--- src/rtl/mem_responder.sv ---
// Word-addressed unified memory acting as the responder on the multicycle datapath port.
// One request at a time, LATENCY wait cycles, then a one-cycle MemReady pulse with error flag.
module mem_responder #(
   parameter int WORDS   = 64,
   parameter int LATENCY = 2
) (
   input  logic        clk,
   input  logic        reset,
   input  logic        MemReq,
   input  logic        MemWrite,
   input  logic [31:0] Adr,
   input  logic [31:0] WriteData,
   output logic [31:0] ReadData,
   output logic        MemReady,
   output logic        MemErr,
   output logic        MemBusy
);

   localparam int          AW        = $clog2(WORDS);
   localparam logic [3:0]  LAT       = 4'(LATENCY);
   localparam logic [31:0] ADR_LIMIT = 32'(4 * WORDS);
   localparam logic [31:0] ERR_WORD  = 32'hDEADBEEF;

   localparam logic [1:0] S_IDLE = 2'd0;
   localparam logic [1:0] S_WAIT = 2'd1;
   localparam logic [1:0] S_RESP = 2'd2;

   logic [1:0]    state;
   logic [1:0]    next_state;
   logic [3:0]    cnt;
   logic [3:0]    next_cnt;

   logic          lat_write;
   logic          lat_err;
   logic [AW-1:0] lat_idx;
   logic [31:0]   lat_wdata;

   logic          adr_err;
   logic          src_write;
   logic          src_err;
   logic [AW-1:0] src_idx;
   logic [31:0]   src_wdata;
   logic [31:0]   rsp_data;

   logic [31:0]   mem [WORDS];

   assign adr_err = (Adr[1:0] != 2'b00) || (Adr >= ADR_LIMIT);

   always_comb begin
      next_state = state;
      next_cnt   = cnt;
      case (state)
         S_IDLE: begin
            if (MemReq) begin
               next_cnt   = LAT;
               next_state = (LATENCY == 0) ? S_RESP : S_WAIT;
            end else begin
               next_state = S_IDLE;
            end
         end
         S_WAIT: begin
            next_cnt = cnt - 4'd1;
            if (cnt <= 4'd1) begin
               next_state = S_RESP;
            end else begin
               next_state = S_WAIT;
            end
         end
         S_RESP:  next_state = S_IDLE;
         default: next_state = S_IDLE;
      endcase
   end

   // With LATENCY=0 the response is formed straight from the accept-cycle inputs.
   always_comb begin
      if (state == S_IDLE) begin
         src_write = MemWrite;
         src_err   = adr_err;
         src_idx   = Adr[AW+1:2];
         src_wdata = WriteData;
      end else begin
         src_write = lat_write;
         src_err   = lat_err;
         src_idx   = lat_idx;
         src_wdata = lat_wdata;
      end
      if (src_err) begin
         rsp_data = ERR_WORD;
      end else if (src_write) begin
         rsp_data = src_wdata;
      end else begin
         rsp_data = mem[src_idx];
      end
   end

   always_ff @(posedge clk) begin
      if (reset) begin
         state    <= S_IDLE;
         cnt      <= 4'd0;
         ReadData <= 32'd0;
         MemReady <= 1'b0;
         MemErr   <= 1'b0;
         MemBusy  <= 1'b0;
      end else begin
         state    <= next_state;
         cnt      <= next_cnt;
         MemReady <= (next_state == S_RESP);
         MemErr   <= (next_state == S_RESP) && src_err;
         MemBusy  <= (next_state != S_IDLE);
         if (next_state == S_RESP) begin
            ReadData <= rsp_data;
         end else begin
            ReadData <= ReadData;
         end
      end
   end

   always_ff @(posedge clk) begin
      if (reset) begin
         lat_write <= 1'b0;
         lat_err   <= 1'b0;
         lat_idx   <= '0;
         lat_wdata <= 32'd0;
      end else if (state == S_IDLE && MemReq) begin
         lat_write <= MemWrite;
         lat_err   <= adr_err;
         lat_idx   <= Adr[AW+1:2];
         lat_wdata <= WriteData;
      end else begin
         lat_write <= lat_write;
         lat_err   <= lat_err;
         lat_idx   <= lat_idx;
         lat_wdata <= lat_wdata;
      end
   end

   // Commit happens on the edge leaving RESP so a reset during RESP still cancels the write.
   always_ff @(posedge clk) begin
      if (!reset && state == S_RESP && lat_write && !lat_err) begin
         mem[lat_idx] <= lat_wdata;
      end
   end

endmodule
--- config.mk ---
export PLATFORM = sky130hd
export DESIGN_NAME = mem_responder
export DESIGN_NICKNAME = d
export VERILOG_FILES = /design/src/rtl/mem_responder.sv
export SDC_FILE = /design/constraint.sdc
export NUM_CORES = 2
export LEC_CHECK = 0
export CAP_MARGIN = 20
export CORE_MARGIN = 2
export CORE_UTILIZATION = 50
export DETAILED_ROUTE_END_ITERATION = 12
export GPL_ROUTABILITY_DRIVEN = 1
export HOLD_SLACK_MARGIN = 0.08
export PLACE_DENSITY = 0.66
export RECOVER_POWER = 25
export SLEW_MARGIN = 15
export SYNTH_ARGS = -nofsm -noshare
export SYNTH_HDL_FRONTEND = slang
export SYNTH_SLANG_ARGS = --single-unit
--- constraint.sdc ---
create_clock -name clk -period 8.51 [get_ports clk]
set_input_delay 2.553 -clock clk [delete_from_list [all_inputs] [get_ports clk]]
set_output_delay 2.553 -clock clk [all_outputs]
set_load 0.01 [all_outputs]
* Yosys cells after proc, flatten, opt, wreduce, memory -nomap -nowiden
Memory sizes are Yosys's and may differ from the RTL's. Cells that the tools add are included. W data, S select, Z words.
Storage, ports and cells: output and inout port bits 35, bits in writable memories 2048, flip-flop bits (word level) 81, word-level logic and storage cells 44, memories kept 1
Memories:
- mem | depth 64, width 32, rd ports 1, clocked after Yosys merged registers in 0, write ports 1, RTL line 45 | logic [31:0] mem [WORDS];
Operators by class: reductions and logical operators 13, $add $sub $neg 1, multiplexer cells 13, eq/ne operators 4, $lt $le $gt $ge 2
Operators with widths (count):
- $mux W32 | 3
- $ge A32 B9 Y1 const B | 1
- $pmux W4 S2 | 1
- $mux W6 | 1
- $reduce_bool A2 Y1 | 3
- $logic_and A1 B1 Y1 | 5
- $mux W1 | 5
- $eq A2 B2 Y1 const B | 2
- $le A4 B1 Y1 const B | 1
- $mux W4 | 1
- $pmux W2 S2 | 1
- $sub A4 B1 Y4 const B | 1
- $eq A2 B1 Y1 const B | 1
- $logic_not A1 Y1 | 2
- $logic_not A2 Y1 | 1
- $mux W2 | 1
- $ne A2 B2 Y1 const B | 1
- $reduce_and A2 Y1 | 1
- $logic_or A1 B1 Y1 | 1

* Logic depth before layout (Yosys ltp)
word-level depth 6, depth in mapped cells 12, depth with buffers taken out 9

* Worst setup path after synthesis
OpenSTA, ideal clock, no wires.
kind in2reg, from in reset, to mem mem[63][0], enable pin, cell stages on the path 4, setup slack 3.133 ns, setup time 0.421 ns, arrival 4.956 ns, cell sequence clkbuf_1 > nor4b_1 > nand3_1 > nor2_1
On the way: cells in the longest elaborated chain, start to end 6
RTL lines:
- from (decl) | RTL line 8 | input logic reset,
- $logic_not A1 Y1 | RTL line 139 | if (!reset && state == S_RESP && lat_write && !lat_err) begin
- $logic_and A1 B1 Y1 (3 in series) | RTL line 139
- $mux W1 | RTL line 139
- $mux W1 (not written as such) | RTL line 140 | mem[lat_idx] <= lat_wdata;
- to (decl) | RTL line 45
No other way between the ends.

* Final worst setup path
from in Adr[2], to reg ReadData[30]
On the way: cells in the longest elaborated chain, start to end 4, elaborated cells on any way between the ends 7, those cells by class 1 x order compare; 4 x mux; 1 x reduce/logical; 1 x memory
RTL lines:
- from (decl) | RTL line 11 | input logic [31:0] Adr,
- $ge A32 B9 Y1 / $mux W6 (equally long branches) | RTL line 47, 76
- $logic_or A1 B1 Y1 / $mem_v2 Z64 W32 (equally long branches)
- $mux W1 / $mux W32 (equally long branches) | RTL line 76, 89
- $mux W32 * | RTL line 87 | if (src_err) begin
- to (signal assigned) | RTL line 111 | ReadData <= rsp_data;
- to (signal assigned) | RTL line 113 | ReadData <= ReadData;
- to (decl) | RTL line 13 | output logic [31:0] ReadData,
Mark *: on every way between the ends. The rest lies on a longest branch, timed or not. A chain may end at the register's enable or synchronous reset.

==> reports/qor.txt <==
Max Cap Viol: 23
Ratio of cells with drive above 1 in the final layout: 11.7%
Initial drt markers: 7320
Number of synthesized flops with an enable pin: 2048
Clk slew on worst S/H paths: 0.06 ns
Main combinational cell family by area after synthesis: simple AND/OR/NAND/NOR gates
Clk_skew: 0.0333 ns
CTS tree: done
Most used DFF post-synth: edfxtp_1
Top post-synthesis cells by area: edfxtp_1, nand2_1, mux2i_1
Core ar.: 163000 um^2
Initial Util: 50.4%
Outcome: finished with violations
Async S/R FF share, synth: 0%
Hold Fails Final Rpt: 0
Layout net count: 5525
CTS resizes: 0
Final WL: 238 mm
Max Transition Viols Final: 1517
Crit. End Element: flop
# IOs: 103
Sequential fraction of the synthesis area: 76.7%
Antenna-violating nets left: 0
Pin count of the biggest net entering global routing: 118
Vias in the first global route: 47200
Initial antenna violation count: 7
Peak VDD IR: 0.227 mV
DR vias: 49600
Most common cell after layout, fill and taps aside: edfxtp_1
Number of synthesis warnings: 0
Xor/xnor share of the synthesized area: 0%
Worst-skew pair later-pin latency: 0.85 ns
Die H: 410 um
Placed wire-length estimate: 135 mm
Layout area overhead: 13.3%
Clock Sinks: 2129
Mux cell area share after synthesis: 6.87%
Worst Path Required: 9.23 ns
Setup TNS: 0 ns
Avg Cell Area, Syn: 15.5 um^2
Post-synth top area share: 74.8%
HP Class: reg2reg
Worst-Margin Slew: 3.49 ns
Leakage: 30.6 nW
Biggest area consumer among synthesized cells: edfxtp_1
Most frequent cells in the layout: edfxtp_1, nand2_1, mux2i_1, nand3_1, clkbuf_16
H-tree depth: 4
Post-layout minimum cycle time: 5.81 ns
Die area: 168000 um^2
Final instance area: 93200 um^2
Hold WS: 0.522 ns
Vias per inst: 6.35
Worst slack, placed: 1.91 ns
Syn_nets: 5377
Placed instance area: 86800 um^2
WL/cell: 30.5 um
Compound-Gate Fraction of Synth Area: 6.21%
Pwr dens: 253 nW/um^2
Period utilization: 68.3%
M2 GR Usage: 42.5%
Total track usage: 28.1%
WP data arrival: 6.53 ns
Num CTS Buffers: 202
# setup viols final: 0
Root Buffer: clkbuf_16
Hold path cells: 2
Yosys reg bits: 2129
Final WS setup: 2.70 ns
Remaining DRCs: 0
# port buffers: 102
RSZ-0062 raised after global routing: no
FP Rows: 148
First-pass GRT wire length: 338 mm
Initial DRT Pass Iterations: 6
Post-Synth Simple-Gate Area: 8.39%
Tot Pwr: 23.6 mW
Gate Count Post-Synth: 5307
R2r startpoint: lat_wdata[9]
Syn Std Cell Area: 82300 um^2
Slew HR: -133%
Die X-Extent: 410 um
Max Clock Freq: 172 MHz
Longest Clk Path Bufs: 3
Failing checks: max-capacitance violations, max-slew violations
Adder-cell area share of the yosys netlist: 0.0304%
CP max FO: 45
Gpl congestion: 0.839
Origin of the worst setup path: Adr[2]
Crit path kind: in2reg
Total grt overflow: 0
Grt met3 use: 7.38%
Grt peak-use layer: met2
CP Launch Type: input pin
Setup Fix Bufs, Post-CTS: 0
Distinct cells, synth: 57
# hold bufs at CTS: 0
Hold_sp: lat_write
Met1 Use GR: 39.8%
Reg2Reg Depth: 6
-- path summary, 6_finish.rpt --
check	end	slack, ns
setup reg to reg	ReadData[9]	3.62
hold reg to reg	lat_write	0.52
hold / removal	lat_write	0.52
setup / recovery	ReadData[30]	2.70
-- Yosys cell counts, types with 4 or more instances --
cell / n
edfxtp_1: 2048
nand2_1: 1039
mux2i_1: 318
nand3_1: 268
nor2_1: 220
clkbuf_1: 208
a21oi_1: 153
a31oi_1: 120
mux4_2: 108
a32oi_1: 97
o21ai_0: 97
dfxtp_1: 81
buf_2: 70
nand4_1: 69
a22oi_1: 51
buf_1: 45
o221ai_1: 42
a22o_1: 38
a222oi_1: 24
o22ai_1: 21
inv_1: 19
a311o_1: 17
o2111ai_1: 17
a41oi_1: 16
nor3_1: 13
nor4_1: 9
a31o_2: 8
nand2b_1: 8
buf_4: 7
a2111oi_0: 6
o21ai_1: 6
and2_1: 5
and3_1: 5
nor2b_1: 5
a211o_1: 4
a21o_1: 4
nand3b_1: 4
-- registers in the layout (all words and copies together), names as in the netlist --
signal,count
mem,2048
ReadData,32
lat_wdata,32
lat_idx,6
cnt,4
state,2
MemBusy,1
MemErr,1
MemReady,1
lat_err,1
lat_write,1
-- per-stage QoR --
step	utilization, %	instances
2_1_floorplan	-	5307
3_3_place_gp	53.2	7425
3_5_place_dp	53.2	7425
4_1_cts	57.2	7804
5_1_grt	57.1	7805
6_report	57.1	7806
-- metal layers --
layer / wire length [um] / part of all wire, %
met5: 0 / 0
met4: 7900 / 3.3
met3: 29700 / 12
met2: 108000 / 46
met1: 92300 / 39
-- report_power, final --
part | switching, mW | internal (mW)
sequential | 0.132 | 11.7
combinational | 2.09 | 0.892
clock | 3.85 | 4.99
total | 6.07 | 17.5
-- cells by family (layout without fill, tap and decap cells) --
family / Yosys count / in the layout
fa+ha+maj: 2 / 2
other cells: 0 / 1
flops: 2129 / 2129
compound gates: 736 / 736
mux: 429 / 429
simple gates: 1659 / 1659
buf+inv: 352 / 675
-- critical path, stage by stage --
cell,delay (ns)
clkdlybuf4s50_1,0.46
or3b_1,0.25
and2_4,0.71
buf_4,0.57
mux4_2,0.56
a22o_1,0.24
a22oi_1,0.67
a31oi_1,0.17
a311o_1,0.29
-- cell type report --
type                    count  area [um^2]
fillers                 12400        69900
flip-flops and latches   2129        63100
multi-input cells        2826        18300
clock buffers             275         5500
well taps                2175         2720
repair buffers            277         2470
clock inverters           104          976
inverters                  19         71.3
diodes                      1         2.50
Note: power is estimated with default switching activity, not from simulation.
